`config.mk`:
```
export PLATFORM = sky130hd
export DESIGN_NAME = life_board
export DESIGN_NICKNAME = d
export VERILOG_FILES = /design/src/rtl/life_pkg.sv /design/src/rtl/life_board_row_calc.sv /design/src/rtl/life_board.sv
export SDC_FILE = /design/constraint.sdc
export NUM_CORES = 1
export LEC_CHECK = 0
export CAP_MARGIN = 20
export CELL_PAD_IN_SITES_DETAIL_PLACEMENT = 0
export CELL_PAD_IN_SITES_GLOBAL_PLACEMENT = 1
export CORE_ASPECT_RATIO = 1.1
export CORE_MARGIN = 2
export CORE_UTILIZATION = 50
export DETAILED_ROUTE_END_ITERATION = 16
export PLACE_DENSITY = 0.88
export SYNTH_ARGS = -nofsm -noshare
export SYNTH_HDL_FRONTEND = slang
export SYNTH_SLANG_ARGS = --single-unit
```
`constraint.sdc`:
```
create_clock -name clk -period 14.7 [get_ports clk]
set_input_delay 1.47 -clock clk [delete_from_list [all_inputs] [get_ports clk]]
set_output_delay 1.47 -clock clk [all_outputs]
set_load 0.02 [all_outputs]
```
`src/rtl/life_pkg.sv`:
```
// Shared constants, FSM state type and LFSR step for the 8x8 toroidal Life board.
package life_pkg;

   localparam int SIDE  = 8;
   localparam int CELLS = SIDE * SIDE;

   typedef enum logic [1:0] {
      HOLD   = 2'd0,
      WAIT   = 2'd1,
      CALC   = 2'd2,
      COMMIT = 2'd3
   } life_state_t;

   localparam logic [CELLS-1:0] DEFAULT_SEED = 64'h0412_6424_0034_3C28;

   localparam int TAP_A = 63;
   localparam int TAP_B = 62;
   localparam int TAP_C = 60;
   localparam int TAP_D = 59;

   // A stuck-at-zero register restarts from the init value instead of locking up.
   function automatic logic [63:0] lfsr_step(input logic [63:0] q, input logic [63:0] init);
      if (q == '0) return init;
      return {q[62:0], q[TAP_A] ^ q[TAP_B] ^ q[TAP_C] ^ q[TAP_D]};
   endfunction

endpackage

```
`src/rtl/life_board_row_calc.sv`:
```
// Next-generation value of one board row, with column wrap-around.
module life_row_calc
   import life_pkg::*;
(
   input  logic [SIDE-1:0] above,
   input  logic [SIDE-1:0] cur,
   input  logic [SIDE-1:0] below,
   output logic [SIDE-1:0] next_row
);

   // Rotated copies: *_l[c] is column c-1, *_r[c] is column c+1.
   logic [SIDE-1:0] above_l, above_r, cur_l, cur_r, below_l, below_r;

   assign above_l = {above[SIDE-2:0], above[SIDE-1]};
   assign above_r = {above[0], above[SIDE-1:1]};
   assign cur_l   = {cur[SIDE-2:0], cur[SIDE-1]};
   assign cur_r   = {cur[0], cur[SIDE-1:1]};
   assign below_l = {below[SIDE-2:0], below[SIDE-1]};
   assign below_r = {below[0], below[SIDE-1:1]};

   always_comb begin
      logic [3:0] cnt;
      cnt      = '0;
      next_row = '0;
      for (int c = 0; c < SIDE; c++) begin
         cnt = 4'(above_l[c]) + 4'(above[c]) + 4'(above_r[c])
             + 4'(cur_l[c])                  + 4'(cur_r[c])
             + 4'(below_l[c]) + 4'(below[c]) + 4'(below_r[c]);
         next_row[c] = (cnt == 4'd3) || (cur[c] && (cnt == 4'd2));
      end
   end

endmodule

```
`src/rtl/life_board.sv`:
```
// 8x8 toroidal Game of Life board: generation FSM, tick timer, seeding LFSR.
//
// state  | meaning
// HOLD   | idle; board/gen_count/tick frozen unless rst or rnd acts
// WAIT   | counting TICK_DIV cycles between generations
// CALC   | one row per cycle into next_buf, rows 0..7
// COMMIT | next_buf -> board, gen_count++, gen_done pulse
module life_board
   import life_pkg::*;
#(
   parameter int               TICK_DIV  = 50_000_000,
   parameter logic [CELLS-1:0] SEED      = DEFAULT_SEED,
   parameter logic [63:0]      LFSR_INIT = 64'h0000_0000_0000_0001
) (
   input  logic             clk,
   input  logic             reset_n,
   input  logic             rst,
   input  logic             strt,
   input  logic             rnd,
   output logic [CELLS-1:0] board,
   output logic [15:0]      gen_count,
   output logic             busy,
   output logic             gen_done
);

   localparam int TW = (TICK_DIV > 1) ? $clog2(TICK_DIV) : 1;
   localparam logic [TW-1:0] TICK_LAST = TW'(TICK_DIV - 1);

   life_state_t      state;
   logic [TW-1:0]    tick;
   logic [2:0]       row;
   logic [63:0]      lfsr;
   logic [63:0]      lfsr_next;
   logic [CELLS-1:0] next_buf;
   logic [SIDE-1:0]  row_above, row_cur, row_below, row_next;

   assign lfsr_next = lfsr_step(lfsr, LFSR_INIT);

   assign row_above = board[{row - 3'd1, 3'b000} +: SIDE];
   assign row_cur   = board[{row,        3'b000} +: SIDE];
   assign row_below = board[{row + 3'd1, 3'b000} +: SIDE];

   life_row_calc u_row_calc (
      .above    (row_above),
      .cur      (row_cur),
      .below    (row_below),
      .next_row (row_next)
   );

   always_ff @(posedge clk) begin
      gen_done <= 1'b0;
      if (!reset_n) begin
         board     <= SEED;
         lfsr      <= LFSR_INIT;
         gen_count <= '0;
         tick      <= '0;
         row       <= '0;
         state     <= HOLD;
         busy      <= 1'b0;
      end else begin
         lfsr <= lfsr_next;
         if (rst) begin
            board     <= SEED;
            gen_count <= '0;
            tick      <= '0;
            state     <= HOLD;
            busy      <= 1'b0;
         end else if (rnd) begin
            board <= lfsr_next;
            tick  <= '0;
            state <= HOLD;
            busy  <= 1'b0;
         end else if (strt) begin
            unique case (state)
               HOLD: state <= WAIT;
               WAIT: begin
                  if (tick == TICK_LAST) begin
                     tick  <= '0;
                     row   <= '0;
                     state <= CALC;
                     busy  <= 1'b1;
                  end else begin
                     tick <= tick + 1'b1;
                  end
               end
               CALC: begin
                  next_buf[{row, 3'b000} +: SIDE] <= row_next;
                  row <= row + 3'd1;
                  if (row == 3'd7) state <= COMMIT;
               end
               COMMIT: begin
                  board     <= next_buf;
                  gen_count <= (gen_count == 16'hFFFF) ? gen_count : gen_count + 16'd1;
                  gen_done  <= 1'b1;
                  state     <= WAIT;
                  busy      <= 1'b0;
               end
            endcase
         end else begin
            state <= HOLD;
            busy  <= 1'b0;
         end
      end
   end

endmodule

```
==> results by group <==
Run status
  • Status: finished, final reports clean

Clocking
  • Num Clock Sinks: about 240
  • H-Tree Depth: 1
  • Post-cts hold buffer count: 0
  • Clock Path Buffers: 3
  • Clock root buffer: clkbuf_16
  • CTS Buf Count: 25
  • Clk pin slew, worst setup/hold paths: approximately 70 ps
  • Clk_lat worst skew: around 530 ps
  • Post-CTS Resized: 0
  • Postcts setup bufs: 0
  • TritonCTS clock tree: built

Die
  • Initial core utilization: 0.504
  • DIE WIDTH: 153 µm
  • Core Region: ~0.024 mm²
  • Die area: approximately 0.026 mm²
  • Row count: 60
  • I/O pin total: 87
  • DIE HEIGHT: approximately 170 µm

Synth
  • Mapped cell area: roughly 0.012 mm²
  • Top cell type's share of synthesized area: 0.289
  • Top post-synthesis cells by area: dfxtp_1 (29%), edfxtp_1 (16%), mux4_2 (6.1%)
  • Async S/R FF share, synth: 0
  • Synthesized area per cell: between 9 and 10 µm²
  • Seq/Total Area, Yosys: 0.445
  • Leading register cell type out of synthesis: dfxtp_1
  • #FFs+latches synth: between 200 and 250
  • Netlist cell types: between 60 and 70
  • Synth area leader: dfxtp_1
  • Syn nets: about 1,300
  • Yosys warns: 0
  • Mapped Cells: about 1,200
  • Post-synth top cells: dfxtp_1 (177), nor2_1 (176), nand2_1 (107)
  • Post-synth EDFFs: 64
  • Most frequent cell after synthesis: dfxtp_1

Timing
  • Final Max Tran Viols: 0
  • Setup TNS: 0 ps
  • Clock skew: approximately 10 ps
  • Worst slew pin tran: 1030 ps
  • Fmax: around 160 MHz
  • Slew headroom: 0.310
  • Final setup fails: 0
  • RSZ-0062 raised after global routing: false
  • Final Hold Vio Count: 0
  • Fin crit period: roughly 6000 ps
  • Period Utilization, post-route: 0.416

Power and ir drop
  • Combinational fraction of design power: 0.051
  • Total power: between 1 and 1.5 mW
  • P_leak: between 5 and 6 nW
  • Internal: 1.06 mW
  • Sw Share: 0.226
  • Pwr dens: 97.6 mW/mm²
  • Maximum VDD drop: approximately 75 µV
  • Power share of the clock group: 0.448
  • Seq pwr share: 0.501
  • Sw Pwr: just over 300 µW

Worst setup path
  • Worst setup EP type: flop
  • CP required: between 10,000 and 15,000 ps
  • Worst Setup Start Kind: flop
  • CP Max Fanout: 60
  • WP data arrival: between 6000 and 7000 ps
  • WS Path Type: reg2reg

Drt
  • DRT Pass-1 Iters: 5
  • Post-route ant nets: 0
  • Vias: between 9,000 and 10,000
  • Wire length per cell: between 20 and 25 µm
  • Routed WL: between 30 and 40 mm
  • Mean number of vias per cell: roughly 6
  • Drt drc: 0
  • Initial DRC count: approximately 690

GRT
  • Met3 Track Usage GR: 0.0402
  • Pin count of the biggest net entering global routing: 71
  • Vias in the first global route: 9,333
  • M1 GR Usage: 0.354
  • Total grt overflow: 0
  • GR peak layer: met2
  • Initial antenna violation count: 0
  • M2 GR Usage: 0.421
  • Total track usage: 0.259
  • First-pass GRT wire length: roughly 52 mm

Placed design
  • Port bufs: 86
  • HPWL Detailed: 23.5 mm
  • Dpl cells: 1,575
  • RD Place Congestion: roughly 0.96

Job
  • Max-cap violations: 0

Layout
  • Layout cells sized above 1: 0.102
  • Final Net Count: approximately 1,400
  • Area of the multi-input gates: between 0.006 and 0.007 mm²
  • Sequential cell area: about 0.0055 mm²
  • Area Overhead vs Synth: 14.4%
  • Final Non-Filler Cells: between 1,500 and 2,000
  • Filler Cell Count: about 2,200
  • # diodes: 0

Worst hold path
  • Worst hold-check path type: reg2reg
-- cell families (layout without fill, tap and decap cells) --
family | count (synthesis) | in the layout | synth area share
AO/OA/AOI/OAI | 135 | 135 | 0.0629
adder cells (fa/ha/maj) | 66 | 66 | 0.0869
XOR/XNOR | 38 | 38 | 0.0271
AND/OR/NAND/NOR | 504 | 504 | 0.199
buffers and inverters | 143 | 213 | 0.0500
multiplexers | 113 | 113 | 0.129
flip-flops | 241 | 241 | 0.445
-- worst paths after layout --
path	start	endpoint	slack [ps]	cells after the start
worst max register to register	row[0]$_SDFFE_PN0P_	next_buf[9]$_DFFE_PP_	8590	16
worst min-delay path	tick[1]$_SDFFE_PP0P_	tick[1]$_SDFFE_PP0P_	470	2
worst min register to register	tick[1]$_SDFFE_PP0P_	tick[1]$_SDFFE_PP0P_	470	2
worst max-delay path	row[0]$_SDFFE_PN0P_	next_buf[9]$_DFFE_PP_	8590	16
-- metrics by stage --
step	util	cell area, µm²	setup WS, ps	hold WS (ps)
after floorplan	-	12300	9500	446
after global placement	0.544	13200	8800	461
after detailed placement	0.544	13200	8650	466
after CTS	0.577	14000	8640	474
after global routing	0.577	14000	8190	502
final	0.577	14000	8590	471
-- cells in the final DEF, fill, tap and decap left out, drive strengths merged, types with 3 or more instances in the layout --
master,n
a211oi,7
a21oi,99
and2,65
and3,7
and4,5
buf,11
clkbuf,36
clkdlybuf4s50,83
clkinv,5
dfxtp,177
edfxtp,64
fa,32
ha,34
inv,75
mux2,30
mux2i,50
mux4,33
nand2,107
nand2b,4
nand3,65
nand3b,3
nand4,26
nor2,178
nor2b,3
nor3,5
nor4,16
o21ai,12
or3,8
xnor2,12
xor2,26
-- critical path, stage by stage (launching register included) --
cell      delay (ps)
dfxtp_4          930
inv_1            140
ha_1            1020
mux4_2           660
ha_1             310
inv_1             50
fa_1             520
inv_1             50
fa_1             500
fa_1             460
inv_1             80
fa_1             180
a211oi_1          50
mux2i_1          140
nor2_1            50
o21ai_1          480
nor2_1           130
-- sequential cells by signal (all words and copies together), names as in the netlist --
register / count
gen_done: 1
gen_count: 16
tick: 26
next_buf: 64
lfsr: 64
board: 64
state: 2
row: 3
busy: 1
-- power groups by stage --
stage / registers (mW) / clock network, mW / logic (mW)
final: 0.687 / 0.613 / 0.0698
after CTS: 0.687 / 0.624 / 0.0699
after global placement: 0.701 / 0 / 0.0684
after detailed placement: 0.701 / 0 / 0.0695
after global routing: 0.687 / 0.649 / 0.0765
after floorplan: 0.702 / 0 / 0.0431
-- area by class of cell --
type / count / share of cell area
Clock buffer: 36 / 0.0512
Clock inverter: 8 / 0.00499
Inverter: 75 / 0.0201
Multi-Input combinational cell: 856 / 0.442
Sequential cell: 241 / 0.390
Tap cell: 310 / 0.0276
Timing Repair Buffer: 94 / 0.0647
-- layer usage --
layer	vias up	part of all wire
li1	4377	-
met1	4619	0.42
met2	375	0.47
met3	66	0.073
met4	0	0.035
met5	-	0
Note: power is estimated with default switching activity, not from simulation.
